===== src/rtl/anspwm_pkg.sv =====
// anspwm_pkg: shared slew FSM state type and default data width.
package anspwm_pkg;
    typedef enum logic [1:0] {IDLE, UP, DOWN, SETTLE} state_t;
    localparam int DEFAULT_WIDTH = 32;
endpackage


===== src/rtl/target_debounce.sv =====
// target_debounce: passes din to dout only after it has been stable for DEBOUNCE_CYCLES clocks.
// Used by target_slew when TARGET_SLEW_DEBOUNCE_EN is defined.
module target_debounce import anspwm_pkg::*; #(
    parameter int WIDTH           = DEFAULT_WIDTH,
    parameter int DEBOUNCE_CYCLES = 16
) (
    input  logic             clk,
    input  logic             rst_n,
    input  logic [WIDTH-1:0] din,
    output logic [WIDTH-1:0] dout
);
    localparam int CW = $clog2(DEBOUNCE_CYCLES + 1);

    logic [WIDTH-1:0] r_cand;
    logic [WIDTH-1:0] r_dout;
    logic [CW-1:0]    r_cnt;
    logic [CW-1:0]    w_cnt_nxt;

    // The candidate always ends up equal to din; only the counter distinguishes a change.
    always_comb begin
        w_cnt_nxt = (din != r_cand) ? '0 :
                    (r_cnt == CW'(DEBOUNCE_CYCLES)) ? r_cnt : r_cnt + 1'b1;
    end

    always_ff @(posedge clk or negedge rst_n) begin
        if (!rst_n) begin
            r_cand <= '0;
            r_cnt  <= '0;
            r_dout <= '0;
        end else begin
            r_cand <= din;
            r_cnt  <= w_cnt_nxt;
            if (w_cnt_nxt == CW'(DEBOUNCE_CYCLES - 1))
                r_dout <= din;
        end
    end

    assign dout = r_dout;
endmodule


===== src/rtl/target_slew.sv =====
// target_slew: rate-limits target_out towards the accepted target by at most STEP per tick.
// Define TARGET_SLEW_DEBOUNCE_EN to debounce target_in before acceptance.
module target_slew import anspwm_pkg::*; #(
    parameter int          WIDTH           = DEFAULT_WIDTH,
    parameter int unsigned STEP            = 1024,
    parameter int          DEBOUNCE_CYCLES = 16
) (
    input  logic             clk,
    input  logic             rst_n,
    input  logic [WIDTH-1:0] target_in,
    input  logic             tick,
    output logic [WIDTH-1:0] target_out,
    output logic             busy,
    output logic             settled
);
    localparam logic [WIDTH-1:0] STEP_W = WIDTH'(STEP);

    state_t           r_state;
    state_t           w_state_nxt;
    logic [WIDTH-1:0] r_out;
    logic [WIDTH-1:0] w_out_nxt;
    logic [WIDTH-1:0] w_accepted;
    logic [WIDTH-1:0] w_up_gap;
    logic [WIDTH-1:0] w_dn_gap;

`ifdef TARGET_SLEW_DEBOUNCE_EN
    target_debounce #(
        .WIDTH(WIDTH),
        .DEBOUNCE_CYCLES(DEBOUNCE_CYCLES)
    ) u_debounce (
        .clk(clk),
        .rst_n(rst_n),
        .din(target_in),
        .dout(w_accepted)
    );
`else
    logic [WIDTH-1:0] r_accepted;

    always_ff @(posedge clk or negedge rst_n) begin
        if (!rst_n)
            r_accepted <= '0;
        else
            r_accepted <= target_in;
    end

    assign w_accepted = r_accepted;
`endif

    assign w_up_gap = w_accepted - r_out;
    assign w_dn_gap = r_out - w_accepted;

    // A gap within STEP lands exactly on the goal, so the output can never wrap.
    always_comb begin
        w_state_nxt = r_state;
        w_out_nxt   = r_out;
        case (r_state)
            IDLE: w_state_nxt = (w_accepted > r_out) ? UP : (w_accepted < r_out) ? DOWN : IDLE;
            UP: begin
                if (w_accepted < r_out)
                    w_state_nxt = DOWN;
                else if (w_accepted == r_out)
                    w_state_nxt = SETTLE;
                else if (tick) begin
                    w_out_nxt   = (w_up_gap <= STEP_W) ? w_accepted : r_out + STEP_W;
                    w_state_nxt = (w_up_gap <= STEP_W) ? SETTLE : UP;
                end
            end
            DOWN: begin
                if (w_accepted > r_out)
                    w_state_nxt = UP;
                else if (w_accepted == r_out)
                    w_state_nxt = SETTLE;
                else if (tick) begin
                    w_out_nxt   = (w_dn_gap <= STEP_W) ? w_accepted : r_out - STEP_W;
                    w_state_nxt = (w_dn_gap <= STEP_W) ? SETTLE : DOWN;
                end
            end
            default: w_state_nxt = IDLE;
        endcase
    end

    always_ff @(posedge clk or negedge rst_n) begin
        if (!rst_n) begin
            r_state <= IDLE;
            r_out   <= '0;
        end else begin
            r_state <= w_state_nxt;
            r_out   <= w_out_nxt;
        end
    end

    assign target_out = r_out;
    assign busy       = (r_state == UP) || (r_state == DOWN);
    assign settled    = (r_state == SETTLE);
endmodule

===== config.mk =====
export PLATFORM = sky130hd
export DESIGN_NAME = target_slew
export DESIGN_NICKNAME = d
export VERILOG_FILES = /design/src/rtl/anspwm_pkg.sv /design/src/rtl/target_debounce.sv /design/src/rtl/target_slew.sv
export SDC_FILE = /design/constraint.sdc
export NUM_CORES = 1
export LEC_CHECK = 0
export CORE_ASPECT_RATIO = 1.1
export CORE_MARGIN = 2
export CORE_UTILIZATION = 64
export DETAILED_ROUTE_END_ITERATION = 8
export GPL_TIMING_DRIVEN = 1
export PLACE_DENSITY = 0.86
export SLEW_MARGIN = 20
export SYNTH_ARGS = -nofsm -noshare
export SYNTH_HDL_FRONTEND = slang
export SYNTH_SLANG_ARGS = --single-unit
export TNS_END_PERCENT = 50

===== constraint.sdc =====
create_clock -name clk -period 11.25 [get_ports clk]
set_input_delay 1.6875 -clock clk [delete_from_list [all_inputs] [get_ports clk]]
set_output_delay 1.6875 -clock clk [all_outputs]
set_load 0.03 [all_outputs]

==> results by group <==
Synth
  – Synthesized netlist cell count: 933
  – Count of cell types in the netlist: 76
  – Number of nets produced by synthesis: 1037
  – Seq/Total Area, Yosys: 22.93%
  – Share of flip-flops with an asynchronous set or reset after synthesis: between 90% and 100%
  – Yosys warning count: 0
  – Most frequently used cell type in the post-synthesis netlist: a21oi_1
  – Number of flops mapped to enable cells by yosys: 0
  – Synth top area cells: dfrtp_1, ha_1, a21oi_1, inv_1, nand2_1
  – Ranking of synthesized cells by instance count: a21oi_1, inv_1, nand2_1, ha_1, dfrtp_1
  – Number of storage elements in the synthesis netlist: 66
  – Mapped Avg Cell Area: 7.719 um2
  – Largest area contributor in the synthesized netlist: dfrtp_1
  – Share of the synthesized area in the top cell type: 22.93%
  – Most used flip-flop cell after synthesis: dfrtp_1
  – Netlist Area Pre-Place: around 0.007 mm2

Critical path
  – Crit Path Max Fanout: 27
  – Data required time at the worst endpoint: 11480 ps
  – Sort of element at the end of the critical path: register
  – Worst setup path class: register to register
  – Depth of the worst register-to-register path: 14
  – Capture point of the worst reg-to-reg path: target_out[31]$_DFFE_PN0P_
  – WP data arrival: 5710 ps
  – Reg-to-Reg Start: target_out[15]$_DFFE_PN0P_
  – CP max stage cell: a21o_1
  – Delay contributed by the slowest stage of the critical path: 800 ps
  – Worst reg-to-reg setup slack: 5760 ps
  – Cell breakdown of the critical path: inv_1 > ha_1 > nand2_1 > nor2_1 > nand2_1 > o211ai_1 > a21oi_1 > o211ai_1 > nor4b_1 > nor4b_1 > a21o_1 > o221a_2 > nor3_1 > a2111o_1
  – Kind of start point of the critical path: register

Drt
  – Routed vias/inst: 6.929
  – Drt wl/cell: 21.38 um
  – Number of remaining DRC errors: 0
  – Initial DRC Count: 886
  – Detailed-route wire length: 23.90 mm
  – Detailed-routing iteration count for the pre-antenna-repair pass: 6
  – Number of nets with antenna violations after detailed routing: 0
  – Routed via count: slightly below 8000

Floorplan
  – Core footprint: 0.01096 mm2
  – Die height: 115.3 um
  – Placement row count: 40
  – Initial Utilization: 65.71%
  – X dimension of the die: 105.1 um
  – Die Area: 0.01212 mm2
  – Number of primary I/O pins: 69

Global routing
  – Initial antenna violation count: 0
  – Global-route wire length before repair: 37.89 mm
  – Vias in the first global route: 7272
  – Overall routing resource usage: approximately two fifths
  – Largest net degree at the start of global routing: 67
  – Total global routing overflow: 0

Final layout
  – Number of fill cells in the layout: 829
  – Proportion of layout cells with a drive suffix above 1: 4.016%
  – Area Overhead vs Synth: 13.03%
  – Non-filler cells in the finished layout: between 1000 and 1500
  – Antenna Cells: 0
  – Sequential standard cell area: 0.001652 mm2
  – Area taken by multi-input logic gates: 0.004985 mm2
  – Total Nets Final: 1070

CTS
  – Clock Root Buffer: clkbuf_16
  – Quantity of gates resized following cts: 0
  – Hold-fix buffers, CTS: 0
  – Inserted Clock Buffers: 9
  – Worst-path clk slew: 60 ps
  – TritonCTS clock tree: yes
  – Total number of H-tree levels: 3
  – Maximum buffer depth of the clock tree: 2
  – Buffers inserted during post-CTS setup optimization: 0
  – Clock sinks: 66
  – Clock Latency Late Sink: 350 ps

Worst hold path
  – Hold path startpoint: r_accepted[31]$_DFF_PN0_
  – Depth of the worst hold-timing path: 1
  – Worst Hold Class: register to register
  – Worst Hold Endpoint: target_out[31]$_DFFE_PN0P_

Place
  – Total of buffers placed on input and output ports: 68
  – DPL Wire Length: 17.91 mm
  – RePlAce Congestion: 1.045
  – Placed cells: 1102

Timing
  – Number of pins exceeding their max-slew limit in the final report: 0
  – Transition time of the tightest slew-check pin: 940.2 ps
  – Maximum clock frequency: 0.1823 GHz
  – Final critical-path share of the clock period: 48.76%
  – Clock period minus worst slack: 5486 ps
  – Setup repair after global routing missed its margin: no
  – Final setup violation count: 0
  – Tightest slew margin relative to the limit: ~37%
  – Skew final: about 6.8 ps
  – Setup TNS: 0 ps
  – Number of failing hold endpoints at the final stage: 0

Power and ir drop
  – Peak ir drop on the vdd network: 0.1471 mV
  – Leak: 3.587 nW
  – Cell Pwr Density: 175.8 mW/mm2

Flow run
  – Max Cap Violations: 0

Outcome
  – Result of the run: completed
[routing by layer]
metal	vias up	wire (um)	GRT usage [%]
li1	3498	-	-
met1	3570	9309	49.52
met2	568	11030	65.32
met3	111	2289	9.410
met4	0	1273	20.36
met5	-	0	0
[stage by stage]
| stage | cell area (um2) | util (%) | hold slack (ps) | total power [mW] | setup slack [ps] |
|---|---|---|---|---|---|
| floorplan | 7202 | - | 471.0 | 0.8822 | 7034 |
| global placement | 7853 | 71.64 | 508.9 | 1.106 | 6030 |
| detailed placement | 7853 | 71.64 | 514.2 | 1.112 | 6014 |
| CTS | 8140 | 74.27 | 529.7 | 1.398 | 5976 |
| global route | 8140 | 74.27 | 538.4 | 1.502 | 5461 |
| finish | 8140 | 74.27 | 524.4 | 1.431 | 5764 |
[final cells by class]
class                      instances  area share [%]
inverter                          85           3.919
multi-input combinational        731           61.24
clock inverter                     5          0.6763
timing repair buffer              73           8.761
clock buffer                      11           2.859
tap                              147           2.259
sequential                        66           20.29
[registers in the layout (all words and copies together), names as in the netlist]
| signal | count |
|---|---|
| r_state | 2 |
| target_out | 32 |
| r_accepted | 32 |
[worst max-delay path: cells and delay by family, from the launching register on]
family                     cells  cell delay, ps
adders and majority gates      1             660
AOI/OAI and AO/OA              6            2390
DFF                            1             580
buffers and inverters          1             160
and+or+nand+nor                6            1560
[cell families (layout without fill, tap and decap cells)]
logic type                 Yosys count  count (layout)  share of synthesized area, %
AOI/OAI and AO/OA                  315             315                         29.03
adders and majority gates           69              69                         11.99
xor gates and xnor gates            36              36                         4.378
muxes                               23              23                         3.353
buffers and inverters              136             174                         7.853
and+or+nand+nor                    288             288                         20.47
DFF                                 66              66                         22.93
[layout by cell type (no fill, tap or decap), types with 7 or more instances in the layout]
cell type,count
a21oi_1,90
inv_1,83
nand2_1,80
ha_1,69
clkdlybuf4s50_1,67
dfrtp_1,66
nor2_1,53
o21ai_0,47
nand3_1,30
nor3_1,24
xnor2_1,24
nand4_1,20
mux2i_1,20
a21o_1,15
or3_1,14
a31oi_1,13
o21ai_1,13
a211oi_1,13
a211o_1,12
o22ai_1,12
xor2_1,12
nor4_1,11
o221ai_1,10
nand2b_1,9
o21a_1,9
o21bai_1,9
and3_1,9
clkbuf_16,9
o211ai_1,8
and2_1,7
[worst max path at each step]
stage,start,endpoint,slack (ps),cells after the start
2_1_floorplan,target_out[15]$_DFFE_PN0P_,target_out[29]$_DFFE_PN0P_,7030,15
3_3_place_gp,target_out[15]$_DFFE_PN0P_,target_out[31]$_DFFE_PN0P_,6030,14
3_5_place_dp,target_out[15]$_DFFE_PN0P_,target_out[31]$_DFFE_PN0P_,6010,14
4_1_cts,target_out[15]$_DFFE_PN0P_,target_out[31]$_DFFE_PN0P_,5980,14
5_1_grt,target_out[15]$_DFFE_PN0P_,target_out[31]$_DFFE_PN0P_,5460,14
6_report,target_out[15]$_DFFE_PN0P_,target_out[31]$_DFFE_PN0P_,5760,14
[where the power goes]
| group | total [mW] | switching, mW | internal [mW] | leakage, nW |
|---|---|---|---|---|
| logic | 0.834 | 0.534 | 0.300 | 2.72 |
| registers | 0.314 | 0.0488 | 0.265 | 0.729 |
| clock network | 0.283 | 0.112 | 0.171 | 0.136 |
Power figures use the tool's default switching activity.
